File: config.mk
export PLATFORM = sky130hd
export DESIGN_NAME = relay_bbm_driver_flat
export DESIGN_NICKNAME = d
export VERILOG_FILES = /design/src/rtl/relay_pkg.sv /design/src/rtl/relay_bbm_driver_if.sv /design/src/rtl/relay_timer.sv /design/src/rtl/relay_bbm_driver.sv /design/src/flat_wrapper.sv
export SDC_FILE = /design/constraint.sdc
export NUM_CORES = 1
export LEC_CHECK = 0
export CAP_MARGIN = 10
export CORE_MARGIN = 2
export CORE_UTILIZATION = 50
export CTS_CLUSTER_DIAMETER = 120
export DETAILED_ROUTE_END_ITERATION = 10
export GPL_TIMING_DRIVEN = 0
export PLACE_DENSITY = 0.77
export SLEW_MARGIN = 25
export SYNTH_ARGS = -nofsm -noshare
export SYNTH_HDL_FRONTEND = slang
export SYNTH_SLANG_ARGS = --single-unit
File: constraint.sdc
create_clock -name clk_in -period 7.2 [get_ports clk_in]
set_clock_uncertainty 0.15 [all_clocks]
set_input_delay 1.08 -clock clk_in [delete_from_list [all_inputs] [get_ports clk_in]]
set_output_delay 1.08 -clock clk_in [all_outputs]
set_load 0.02 [all_outputs]
File: src/rtl/relay_pkg.sv
// Shared constants and state type for the relay break-before-make driver.
package relay_pkg;

  localparam int N_RELAYS  = 7;
  localparam int PINS      = 3;
  localparam int PATTERN_W = N_RELAYS * PINS;

  localparam logic [PINS-1:0]      OFF_CODE = 3'b111;
  localparam logic [PATTERN_W-1:0] ALL_OFF  = '1;

  typedef enum logic [2:0] {
    IDLE,
    BREAK,
    MAKE,
    HOLD,
    FAULT
  } relay_state_e;

  function automatic int max3(input int a, input int b, input int c);
    int m;
    m = (a > b) ? a : b;
    return (m > c) ? m : c;
  endfunction

endpackage

File: src/rtl/relay_bbm_driver_if.sv
// Pattern handshake and relay drive/status bundle between sequencer and driver.
interface relay_bbm_driver_if
  import relay_pkg::*;
();
  logic [PATTERN_W-1:0] pattern_in;
  logic                 pattern_valid;
  logic                 pattern_ready;
  logic [PATTERN_W-1:0] relay_out;
  logic                 settled;
  logic                 overrun;
  logic                 fault;
  logic [15:0]          switch_count;

  modport master (
    output pattern_in, pattern_valid,
    input  pattern_ready, relay_out, settled, overrun, fault, switch_count
  );

  modport slave (
    input  pattern_in, pattern_valid,
    output pattern_ready, relay_out, settled, overrun, fault, switch_count
  );
endinterface

File: src/rtl/relay_timer.sv
// Loadable down-counter: start loads a cycle count, done pulses in the last cycle.
module relay_timer #(
  parameter int CNT_W = 8
) (
  input  logic             clk,
  input  logic             srst,
  input  logic             clear,
  input  logic             start,
  input  logic [CNT_W-1:0] load_value,
  output logic             done
);
  logic [CNT_W-1:0] count_q, count_d;
  logic             running_q, running_d;

  always_comb begin
    count_d   = count_q;
    running_d = running_q;
    if (clear) begin
      count_d   = '0;
      running_d = 1'b0;
    end else if (start) begin
      count_d   = load_value;
      running_d = 1'b1;
    end else if (running_q) begin
      count_d   = count_q - CNT_W'(1);
      running_d = (count_q != CNT_W'(1));
    end
  end

  always_ff @(posedge clk) begin
    if (srst) begin
      count_q   <= '0;
      running_q <= 1'b0;
    end else begin
      count_q   <= count_d;
      running_q <= running_d;
    end
  end

  // done lands on the cycle before the edge that completes load_value cycles
  assign done = running_q && (count_q == CNT_W'(1));
endmodule

File: src/rtl/relay_bbm_driver.sv
// Drives relay pins with per-relay break-before-make, settle flag and a HOLD watchdog.
module relay_bbm_driver
  import relay_pkg::*;
#(
  parameter int BREAK_CYCLES  = 100000,
  parameter int SETTLE_CYCLES = 200000,
  parameter int WDOG_CYCLES   = 5000000
) (
  input  logic               clk_in,
  input  logic               rst,
  relay_bbm_driver_if.slave  bus
);
  localparam int CNT_W = $clog2(max3(BREAK_CYCLES, SETTLE_CYCLES, WDOG_CYCLES) + 1);
  localparam logic [CNT_W-1:0] BREAK_LOAD  = CNT_W'(BREAK_CYCLES);
  localparam logic [CNT_W-1:0] SETTLE_LOAD = CNT_W'(SETTLE_CYCLES);
  localparam logic [CNT_W-1:0] WDOG_LOAD   = CNT_W'(WDOG_CYCLES);

  relay_state_e         state_q, state_d;
  logic [PATTERN_W-1:0] relay_out_q, relay_out_d;
  logic [PATTERN_W-1:0] pending_q, pending_d;
  logic                 settled_q, settled_d;
  logic                 ready_q, ready_d;
  logic                 overrun_q, overrun_d;
  logic                 fault_q, fault_d;
  logic [15:0]          switch_count_q, switch_count_d;

  logic                 accept;
  logic [N_RELAYS-1:0]  change_mask;
  logic [PATTERN_W-1:0] break_image;
  logic                 phase_start, phase_done;
  logic [CNT_W-1:0]     phase_load;
  logic                 wdog_start, wdog_clear, wdog_done;

  assign accept = bus.pattern_valid && ready_q;

  // Changed relays go off during the break; untouched relays keep their code.
  for (genvar gi = 0; gi < N_RELAYS; gi++) begin : g_grp
    assign change_mask[gi] = bus.pattern_in[gi*PINS +: PINS] != relay_out_q[gi*PINS +: PINS];
    assign break_image[gi*PINS +: PINS] =
      change_mask[gi] ? OFF_CODE : relay_out_q[gi*PINS +: PINS];
  end

  always_comb begin
    state_d        = state_q;
    relay_out_d    = relay_out_q;
    pending_d      = pending_q;
    settled_d      = settled_q;
    fault_d        = fault_q;
    switch_count_d = switch_count_q;
    overrun_d      = bus.pattern_valid && !ready_q;
    phase_start    = 1'b0;
    phase_load     = BREAK_LOAD;
    wdog_start     = 1'b0;
    wdog_clear     = 1'b0;

    case (state_q)
      IDLE, HOLD, FAULT: begin
        if (accept) begin
          pending_d = bus.pattern_in;
          fault_d   = 1'b0;
          if (change_mask != '0) begin
            state_d        = BREAK;
            relay_out_d    = break_image;
            settled_d      = 1'b0;
            switch_count_d = switch_count_q + 16'd1;
            phase_start    = 1'b1;
            phase_load     = BREAK_LOAD;
            wdog_clear     = 1'b1;
          end else begin
            state_d    = HOLD;
            settled_d  = 1'b1;
            wdog_start = 1'b1;
          end
        end else if (state_q == HOLD && wdog_done) begin
          state_d     = FAULT;
          relay_out_d = ALL_OFF;
          settled_d   = 1'b0;
          fault_d     = 1'b1;
        end
      end
      BREAK: begin
        if (phase_done) begin
          state_d     = MAKE;
          relay_out_d = pending_q;
          phase_start = 1'b1;
          phase_load  = SETTLE_LOAD;
        end
      end
      MAKE: begin
        if (phase_done) begin
          state_d    = HOLD;
          settled_d  = 1'b1;
          wdog_start = 1'b1;
        end
      end
      default: begin
        state_d     = IDLE;
        relay_out_d = ALL_OFF;
        settled_d   = 1'b0;
      end
    endcase

    ready_d = (state_d == IDLE) || (state_d == HOLD) || (state_d == FAULT);
  end

  always_ff @(posedge clk_in) begin
    if (rst) begin
      state_q        <= IDLE;
      relay_out_q    <= ALL_OFF;
      pending_q      <= ALL_OFF;
      settled_q      <= 1'b0;
      ready_q        <= 1'b1;
      overrun_q      <= 1'b0;
      fault_q        <= 1'b0;
      switch_count_q <= '0;
    end else begin
      state_q        <= state_d;
      relay_out_q    <= relay_out_d;
      pending_q      <= pending_d;
      settled_q      <= settled_d;
      ready_q        <= ready_d;
      overrun_q      <= overrun_d;
      fault_q        <= fault_d;
      switch_count_q <= switch_count_d;
    end
  end

  relay_timer #(.CNT_W(CNT_W)) u_phase_timer (
    .clk        (clk_in),
    .srst       (rst),
    .clear      (1'b0),
    .start      (phase_start),
    .load_value (phase_load),
    .done       (phase_done)
  );

  relay_timer #(.CNT_W(CNT_W)) u_wdog_timer (
    .clk        (clk_in),
    .srst       (rst),
    .clear      (wdog_clear),
    .start      (wdog_start),
    .load_value (WDOG_LOAD),
    .done       (wdog_done)
  );

  assign bus.relay_out     = relay_out_q;
  assign bus.settled       = settled_q;
  assign bus.pattern_ready = ready_q;
  assign bus.overrun       = overrun_q;
  assign bus.fault         = fault_q;
  assign bus.switch_count  = switch_count_q;
endmodule

File: src/flat_wrapper.sv
// flat-port wrapper written by rule: the top's interface ports become plain ports
module relay_bbm_driver_flat import relay_pkg::*;
#(
  parameter int BREAK_CYCLES  = 100000,
  parameter int SETTLE_CYCLES = 200000,
  parameter int WDOG_CYCLES   = 5000000
)
  (clk_in, rst, bus_pattern_in, bus_pattern_valid, bus_pattern_ready, bus_relay_out, bus_settled, bus_overrun, bus_fault, bus_switch_count);
  relay_bbm_driver_if bus_i ();
  input  logic clk_in;
  input  logic rst;
  input wire logic [$bits(bus_i.pattern_in)-1:0] bus_pattern_in;
  input wire logic [$bits(bus_i.pattern_valid)-1:0] bus_pattern_valid;
  output wire logic [$bits(bus_i.pattern_ready)-1:0] bus_pattern_ready;
  output wire logic [$bits(bus_i.relay_out)-1:0] bus_relay_out;
  output wire logic [$bits(bus_i.settled)-1:0] bus_settled;
  output wire logic [$bits(bus_i.overrun)-1:0] bus_overrun;
  output wire logic [$bits(bus_i.fault)-1:0] bus_fault;
  output wire logic [$bits(bus_i.switch_count)-1:0] bus_switch_count;
  assign bus_i.pattern_in = bus_pattern_in;
  assign bus_i.pattern_valid = bus_pattern_valid;
  assign bus_pattern_ready = bus_i.pattern_ready;
  assign bus_relay_out = bus_i.relay_out;
  assign bus_settled = bus_i.settled;
  assign bus_overrun = bus_i.overrun;
  assign bus_fault = bus_i.fault;
  assign bus_switch_count = bus_i.switch_count;
  relay_bbm_driver #(.BREAK_CYCLES(BREAK_CYCLES), .SETTLE_CYCLES(SETTLE_CYCLES), .WDOG_CYCLES(WDOG_CYCLES)) u_core (.clk_in(clk_in), .rst(rst), .bus(bus_i));
endmodule
==> flow_summary.toml, run 1 <==
[critical_path]
crit_fanout = 10
worst_path_largest_cell_delay_ns = 0.57
critPathBufInv = 3
cp-end-kind = "register"
critPathSlowestCell = "o21ai_1"
start_kind = "primary input"
crit_family = "buffers and inverters"
crit_path_cell_trace = "clkdlybuf4s50_1, xor2_1, nor3_1, nand4_1, o21ai_1, clkbuf_1, buf_1, nand2_1, a21oi_1"
criticalPathCategory = "primary input to register"
rrSetupSlack_ns = 3.86
cp.required_ns = 7.50
arrival_ns = 4.30

[pwr]
p_clk_share_pct = 46.5
seq_power_share_pct = 38.7
power.internal_w = 0.00130
power.density_nw_per_um2 = 259
power_switching_w = 0.000475
sw_frac_of_total_pct = 26.7
leakage_nw = 2.54
combPwrFrac_pct = 14.8
vdd_drop_max_mv = 0.168

[placement]
place.gp.congestion = 0.919
place.detailed.hpwl_um = 9560
portBuffers = 63

[global_routing]
grt_pass1_vias = 4937
use_met3_pct = 6.75
use_met1_pct = 29.3
grt_max_degree = 17
grt_util_all_layers_pct = 24.7
grt_pass1_wl_um = 22900
antenna_found_initial = 0
globalRouteMet2Util_pct = 42.0
grt_remaining_overflow = 0
grt.busiest_layer = "met2"

[clock_network]
cts_resized = 0
htree_levels = 4
cts_buffers = 17
cts.sinks = 113
cts-root-buf = "clkbuf_8"
clk_latency_ns = 0.53
cts_tree = "built"
hold_buffers = 0
clk_pin_slew_ns = 0.06
clockBufferDepth = 2
post_cts_buffers = 0

[yosys]
yosys.area.top_type = "dfxtp_1"
synth_area_leaders = "dfxtp_1 41%, nor2_1 6.6%, nand2_1 5.7%, xor2_1 5.6%, xnor2_1 5.1%"
synthesis.area_um2 = 5460
ys_async_sr_fraction_pct = 0
synth_seq_cells = 113
yosysWarnings = 0
synth-edff-count = 0
synth.avg_cell_area_um2 = 8.41
synth_cell_types = 57
synth_cells = 650
synth_nets = 679
yosys_most_used_dff = "dfxtp_1"
yosysSeqAreaShare_pct = 41.4
synth_top_area_share_pct = 41.4

[route]
wl_per_cell_um = 15.8
viasPerCell = 5.69
drt_iter0_drc = 385
drt_pass1_iterations = 5
vias = 5039
drt_wl_total_um = 14000
ant_nets = 0
drc = 0

[floorplan]
die_x_um = 109
design.core.area_um2 = 10700
die_y_um = 109
row_count = 38
ios = 65
dieArea_um2 = 11800
start_util_pct = 50.9

[job]
drv_cap = 0

[timing]
post-route-min-period_ns = 4.00
max_freq_mhz = 250
rsz0062_at_grt = "no"
finalHoldViolCount = 0
setup_tns_ns = 0
relSlewSlack_pct = 34.9
finalMaxSlewViolations = 0
period_share_pct = 55.6
finalSetupViolations = 0
worstMarginPinSlew_ns = 0.970

[final_layout]
fillers = 906
drive_gt1_share_pct = 7.25
n_antenna_cell = 0
layout_commonest_cell = "dfxtp_1"
fin_nets = 761
mostFrequentLayoutCells = "113 x dfxtp_1, 96 x nor2_1, 83 x nand2_1, 63 x clkdlybuf4s50_1, 37 x a21oi_1"
synthToLayoutAreaGrowth_pct = 25.3
utilization_pct = 63.7

[worst_hold_path]
hold_path_class = "register to register"

[outcome]
status = "finished, final reports clean"
-- flip-flops by register name (all words and copies together) (netlist names) --
register                        count
u_core.bus.fault                    1
u_core.bus.overrun                  1
u_core.bus.pattern_ready            1
u_core.bus.relay_out               21
u_core.bus.settled                  1
u_core.bus.switch_count            16
u_core.pending_q                   21
u_core.state_q                      3
u_core.u_phase_timer.count_q       23
u_core.u_phase_timer.running_q      1
u_core.u_wdog_timer.count_q        23
u_core.u_wdog_timer.running_q       1
-- cell families after synthesis --
| logic type | synth area share, % |
|---|---|
| and+or+nand+nor | 29.7 |
| DFF | 41.4 |
| AOI/OAI and AO/OA | 9.94 |
| xor gates and xnor gates | 10.7 |
| buffers and inverters | 3.23 |
| muxes | 3.85 |
| adders and majority gates | 1.14 |
-- worst min-delay path: stages (launching register included) --
cell and delay, ns:
dfxtp_1 0.32, nand2_1 0.05, nand3b_1 0.06
-- area by class of cell --
cell class	instances	area [um^2]	share of cell area (%)
Buffer	34	135	1.97
Clock inverter	11	138	2.01
Multi-Input combinational cell	492	3030	44.2
Clock buffer	21	439	6.41
Inverter	11	41.3	0.603
Timing Repair Buffer	63	631	9.21
Tap cell	140	175	2.56
Sequential cell	113	2260	33.0
-- per-stage QoR --
step           setup WS [ns]  std cells  total power, W  hold WS (ns)  area, um^2
6_report                3.20        885         0.00178         0.318        6850
4_1_cts                 3.30        885         0.00177         0.319        6850
3_5_place_dp            2.80        853        0.000957         0.305        6270
3_3_place_gp            2.86        853        0.000949         0.298        6270
2_1_floorplan           4.21        650        0.000882         0.288        5460
5_1_grt                 3.02        885         0.00184         0.336        6850
-- synthesized netlist by cell type (all sizes together), types with 3 or more instances --
cell type  number
inv            11
xor2           35
o31ai          13
nor3b           9
a21oi          37
o21ai           7
nand3b         25
xnor2          32
nand2b          4
nor2           96
buf             9
nand3           9
dfxtp         113
a31oi           3
or3            12
nand2          83
and3            5
ha              5
a211oi          4
clkbuf         25
nand4           8
nor4           10
nor3           31
o2111ai         3
or4            13
mux2i          21
-- final timing paths --
path                      startpoint                          endpoint  cells past startpoint
max reg2reg  u_core.bus.relay_out[6]  u_core.u_phase_timer.count_q[17]                      8
max                bus_pattern_in[8]  u_core.u_phase_timer.count_q[17]                      9
min reg2reg      u_core.pending_q[5]               u_core.pending_q[5]                      2
min              u_core.pending_q[5]               u_core.pending_q[5]                      2
-- power groups by stage --
| stage | Combinational, W | Sequential [W] | Clock [W] |
|---|---|---|---|
| 2_1_floorplan | 0.000184 | 0.000698 | 0 |
| 3_3_place_gp | 0.000253 | 0.000696 | 0 |
| 3_5_place_dp | 0.000259 | 0.000698 | 0 |
| 4_1_cts | 0.000261 | 0.000686 | 0.000827 |
| 5_1_grt | 0.000290 | 0.000690 | 0.000858 |
| 6_report | 0.000263 | 0.000687 | 0.000827 |
-- routing by layer --
metal | vias up | wire length, um | part of all wire (%)
met5 | - | 0 | 0
met4 | 0 | 294 | 2.1
met3 | 33 | 784 | 5.6
met2 | 202 | 6870 | 49
met1 | 2396 | 6040 | 43
li1 | 2408 | - | -
Power figures use the tool's default switching activity.
==> inputs of run 2 (changes only) <==
--- a/config.mk
+++ b/config.mk
@@ -11,7 +11,7 @@
 export CTS_CLUSTER_DIAMETER = 120
 export DETAILED_ROUTE_END_ITERATION = 10
 export GPL_TIMING_DRIVEN = 0
-export PLACE_DENSITY = 0.77
+export PLACE_DENSITY = 0.79
 export SLEW_MARGIN = 25
 export SYNTH_ARGS = -nofsm -noshare
 export SYNTH_HDL_FRONTEND = slang
==> constraint.sdc (replaced) <==
create_clock -name clk_in -period 3.55 [get_ports clk_in]
set_clock_uncertainty 0.15 [all_clocks]
set_input_delay 0.5325 -clock clk_in [delete_from_list [all_inputs] [get_ports clk_in]]
set_output_delay 0.5325 -clock clk_in [all_outputs]
set_load 0.02 [all_outputs]
==> flow_summary.toml, run 2 (same netlist as run 1, synthesis figures left out) <==
[clock_network]
htree_levels = 4
cts_tree = "built"
clk_latency_ns = 0.53
hold_buffers = 0
clockBufferDepth = 2
cts_buffers = 17
cts.sinks = 113
clk_pin_slew_ns = 0.06
cts-root-buf = "clkbuf_8"

[route]
ant_nets = 0
drt_pass1_iterations = 5
drt_wl_total_um = 13900
drt_iter0_drc = 264
drc = 0
viasPerCell = 5.66
vias = 5010
wl_per_cell_um = 15.7

[final_layout]
multi_input_area_um2 = 3030
fin_nets = 761
top_regs = "u_core.u_phase_timer.count_q (23), u_core.u_wdog_timer.count_q (23)"
fillers = 912
instances_no_fill = 885
layout_commonest_cell = "dfxtp_1"
design_area_um2 = 6860
drive_gt1_share_pct = 7.79
n_antenna_cell = 0
mostFrequentLayoutCells = "113 x dfxtp_1, 96 x nor2_1, 83 x nand2_1, 63 x clkdlybuf4s50_1, 37 x a21oi_1"
synthToLayoutAreaGrowth_pct = 25.5
seqCellArea_um2 = 2260

[critical_path]
crit_fanout = 10
start_kind = "primary input"
r2r_start = "u_core.u_phase_timer.count_q[12]"
arrival_ns = 3.61
cp.required_ns = 3.85
r2r_cells = 8
criticalPathCategory = "primary input to register"
timing.rr.end = "u_core.u_phase_timer.count_q[0]"
cp-end-kind = "register"
rrSetupSlack_ns = 0.28

[timing]
period_share_pct = 93.2
rsz0062_at_grt = "no"
finalMaxSlewViolations = 0
post-route-min-period_ns = 3.31
max_freq_mhz = 302
setup_slack_ns = 0.241
finalHoldViolCount = 0
relSlewSlack_pct = 34.9
worstMarginPinSlew_ns = 0.970
finalSetupViolations = 0

[worst_hold_path]
hold_path_class = "register to register"
hold_depth = 2
hold_start = "u_core.pending_q[7]"
min_to = "u_core.pending_q[7]"

[floorplan]
die_y_um = 109
die_x_um = 109
row_count = 38
design.core.area_um2 = 10700
start_util_pct = 50.9
dieArea_um2 = 11800
ios = 65

[placement]
place.gp.congestion = 0.909
pre_cts_ws_ns = -0.321
portBuffers = 63
place.detailed.hpwl_um = 9660
placedCellCount = 853
dpl_cell_area_um2 = 6270

[pwr]
vdd_drop_max_mv = 0.272
leakage_nw = 2.55
totalPowerFinal_w = 0.00359
power.density_nw_per_um2 = 523

[job]
drv_cap = 0

[global_routing]
use_met3_pct = 5.91
grt_max_degree = 17
grt.busiest_layer = "met2"
antenna_found_initial = 0
grt_remaining_overflow = 0
grt_pass1_vias = 4837
grt_pass1_wl_um = 22600
globalRouteMet2Util_pct = 42.4
use_met1_pct = 29.4
grt_util_all_layers_pct = 24.6

[outcome]
status = "finished, final reports clean"
run 2: report_power, final:
part           leakage, nW  total (W)  switching [W]  internal [W]
sequential           0.920    0.00139      0.0000564       0.00134
clock                0.278    0.00165       0.000630       0.00102
combinational         1.35   0.000540       0.000315      0.000224
total                 2.55    0.00359        0.00100       0.00258
run 2: cell type report:
type / count / area share [%]
Tap cell: 140 / 2.55
Inverter: 11 / 0.602
Buffer: 34 / 1.97
Sequential cell: 113 / 33.0
Clock inverter: 14 / 2.30
Clock buffer: 18 / 6.24
Multi-Input combinational cell: 492 / 44.2
Timing Repair Buffer: 63 / 9.19
run 2: how the worst max path moves through the flow:
stage / cells after the start / endpoint / from
3_3_place_gp: 9 / u_core.u_phase_timer.count_q[11] / bus_pattern_in[17]
5_1_grt: 9 / u_core.u_phase_timer.count_q[17] / bus_pattern_in[11]
6_report: 9 / u_core.u_phase_timer.count_q[17] / bus_pattern_in[15]
4_1_cts: 9 / u_core.u_phase_timer.count_q[17] / bus_pattern_in[15]
3_5_place_dp: 9 / u_core.u_phase_timer.count_q[17] / bus_pattern_in[15]
2_1_floorplan: 7 / u_core.bus.pattern_ready / u_core.u_phase_timer.count_q[12]
run 2: worst max-delay path: stages:
cell and delay [ns]:
clkdlybuf4s50_1 0.44, xor2_1 0.17, nor3_1 0.52, nand3_1 0.41, o21ai_2 0.38, clkbuf_1 0.43, buf_1 0.42, nand2_1 0.14
a21oi_1 0.16
run 2: per-layer routing:
| layer | wire length (um) | share of wire, % | up-vias |
|---|---|---|---|
| met5 | 0 | 0 | - |
| met4 | 259 | 1.9 | 0 |
| met3 | 775 | 5.6 | 31 |
| met2 | 6840 | 49 | 187 |
| met1 | 6040 | 43 | 2373 |
| li1 | - | - | 2419 |
run 2: what timing repair did:
action                                  CTS  global route
endpoints found under the setup margin    0             3
gates resized for setup                   0             1
setup buffers                             0             0
run 2: stage by stage:
stage               TNS (ns)  util, %  hold WS (ns)
finish                     0     63.8         0.318
global route               0     63.8         0.340
CTS                        0     63.8         0.319
detailed placement     -3.53     58.3         0.305
global placement       -1.14     58.3         0.299
floorplan                  0        -         0.288
==> inputs of run 3 (changes only) <==
--- a/config.mk
+++ b/config.mk
@@ -6,9 +6,10 @@
 export NUM_CORES = 1
 export LEC_CHECK = 0
 export CAP_MARGIN = 10
+export CELL_PAD_IN_SITES_DETAIL_PLACEMENT = 0
+export CELL_PAD_IN_SITES_GLOBAL_PLACEMENT = 2
 export CORE_MARGIN = 2
-export CORE_UTILIZATION = 50
-export CTS_CLUSTER_DIAMETER = 120
+export CORE_UTILIZATION = 30
 export DETAILED_ROUTE_END_ITERATION = 10
 export GPL_TIMING_DRIVEN = 0
 export PLACE_DENSITY = 0.79
==> flow_summary.toml, run 3 (same netlist as run 1, synthesis figures left out) <==
[route]
ant_nets = 0
viasPerCell = 4.98
drc = 0
vias = 4856
drt_pass1_iterations = 4
wl_per_cell_um = 15.4
drt_iter0_drc = 163
drt_wl_total_um = 15100

[final_layout]
design_area_um2 = 6960
top_regs = "u_core.u_phase_timer.count_q (23), u_core.u_wdog_timer.count_q (23)"
layout_commonest_cell = "dfxtp_1"
mostFrequentLayoutCells = "113 x dfxtp_1, 96 x nor2_1, 83 x nand2_1, 63 x clkdlybuf4s50_1, 37 x a21oi_1"
fin_nets = 763
drive_gt1_share_pct = 8.43
synthToLayoutAreaGrowth_pct = 27.3
utilization_pct = 38.9
n_antenna_cell = 0

[clock_network]
clk_latency_ns = 0.42
cts_buffers = 17
cts_tree = "built"
clk_pin_slew_ns = 0.06
hold_buffers = 0
cts-root-buf = "clkbuf_16"
htree_levels = 4
cts.sinks = 113
clockBufferDepth = 2

[global_routing]
grt_pass1_wl_um = 24600
grt_util_all_layers_pct = 15.9
antenna_found_initial = 0
grt_max_degree = 17
grt_pass1_vias = 4794
grt_remaining_overflow = 0

[pwr]
leakage_nw = 2.54
vdd_drop_max_mv = 0.446
power.density_nw_per_um2 = 507

[floorplan]
row_count = 49
dieArea_um2 = 19300
die_x_um = 139
start_util_pct = 30.5
die_y_um = 139
ios = 65
design.core.area_um2 = 17900

[critical_path]
crit_path_cell_trace = "or4_1, buf_2, nor3_1, nand4_1, nor3_1, or3_1, buf_2, nor2_1"
crit_fanout = 10
arrival_ns = 3.36
worstSetupStartpoint = "u_core.u_phase_timer.count_q[12]"
worst_path_largest_cell_delay_ns = 0.60
cp-end-kind = "register"
r2r_start = "u_core.u_phase_timer.count_q[12]"
start_kind = "register"
r2r_cells = 8
timing.rr.end = "u_core.u_phase_timer.count_q[14]"
rrSetupSlack_ns = 0.35
cp.required_ns = 3.70
crit_end = "u_core.u_phase_timer.count_q[14]"
criticalPathCategory = "register to register"
critPathSlowestCell = "nor3_1"

[placement]
place.detailed.hpwl_um = 10800
portBuffers = 63
pre_cts_ws_ns = -0.376
dpl_cell_area_um2 = 6380
place.gp.congestion = 0.784

[timing]
rsz0062_at_grt = "no"
relSlewSlack_pct = 39.1
max_freq_mhz = 312
period_share_pct = 90.2
whs_ns = 0.318
setup_slack_ns = 0.349
finalMaxSlewViolations = 0
worstMarginPinSlew_ns = 0.901
finalSetupViolations = 0
post-route-min-period_ns = 3.20
finalHoldViolCount = 0

[outcome]
status = "finished, final reports clean"

[worst_hold_path]
hold_path_class = "register to register"
hold_start = "u_core.pending_q[2]"

[job]
drv_cap = 0
==> run 3: worst max-delay path: cells and delay by family, from the launching register on <==
family                 cells  cell delay (ns)
buffers and inverters      2             0.43
and+or+nand+nor            6             2.15
DFF                        1             0.34
==> run 3: final cells by class <==
class	instances	area [um^2]
clock inverter	15	123
clock buffer	17	425
multi-input combinational	492	3040
timing repair buffer	65	646
inverter	11	41.3
fill	1818	10900
tap	229	287
sequential	113	2260
buffer	34	136
==> run 3: what timing repair did <==
action	CTS	global route
endpoints found under the hold margin	0	0
buffers inserted	0	2
setup endpoints to repair	0	19
resized for setup	0	4
==> run 3: worst min path at each step <==
| stage | cells after the start | end | slack [ns] |
|---|---|---|---|
| finish | 2 | u_core.pending_q[2] | 0.32 |
| global route | 2 | u_core.pending_q[2] | 0.34 |
| CTS | 2 | u_core.pending_q[2] | 0.32 |
| detailed placement | 2 | u_core.pending_q[2] | 0.31 |
| global placement | 2 | u_core.pending_q[10] | 0.30 |
| floorplan | 2 | u_core.pending_q[10] | 0.29 |
==> run 3: stage by stage <==
stage | std cells | total power [W] | setup TNS [ns]
2_1_floorplan | 650 | 0.00179 | 0
3_3_place_gp | 942 | 0.00195 | -5.27
3_5_place_dp | 942 | 0.00196 | -5.45
4_1_cts | 974 | 0.00357 | 0
5_1_grt | 976 | 0.00368 | 0
6_report | 976 | 0.00353 | 0
==> run 3: report_power, final <==
part           internal (W)  switching [W]  total, W
sequential          0.00134      0.0000556   0.00139
combinational      0.000225       0.000314  0.000538
clock              0.000909       0.000690   0.00160
==> run 3: metal layers <==
metal	track usage, %	up-vias	wire (um)
met1	19.5	2321	6960
met5	0	-	0
met4	4.68	0	143
met3	4.35	14	585
met2	27.5	97	7380
li1	-	2424	-
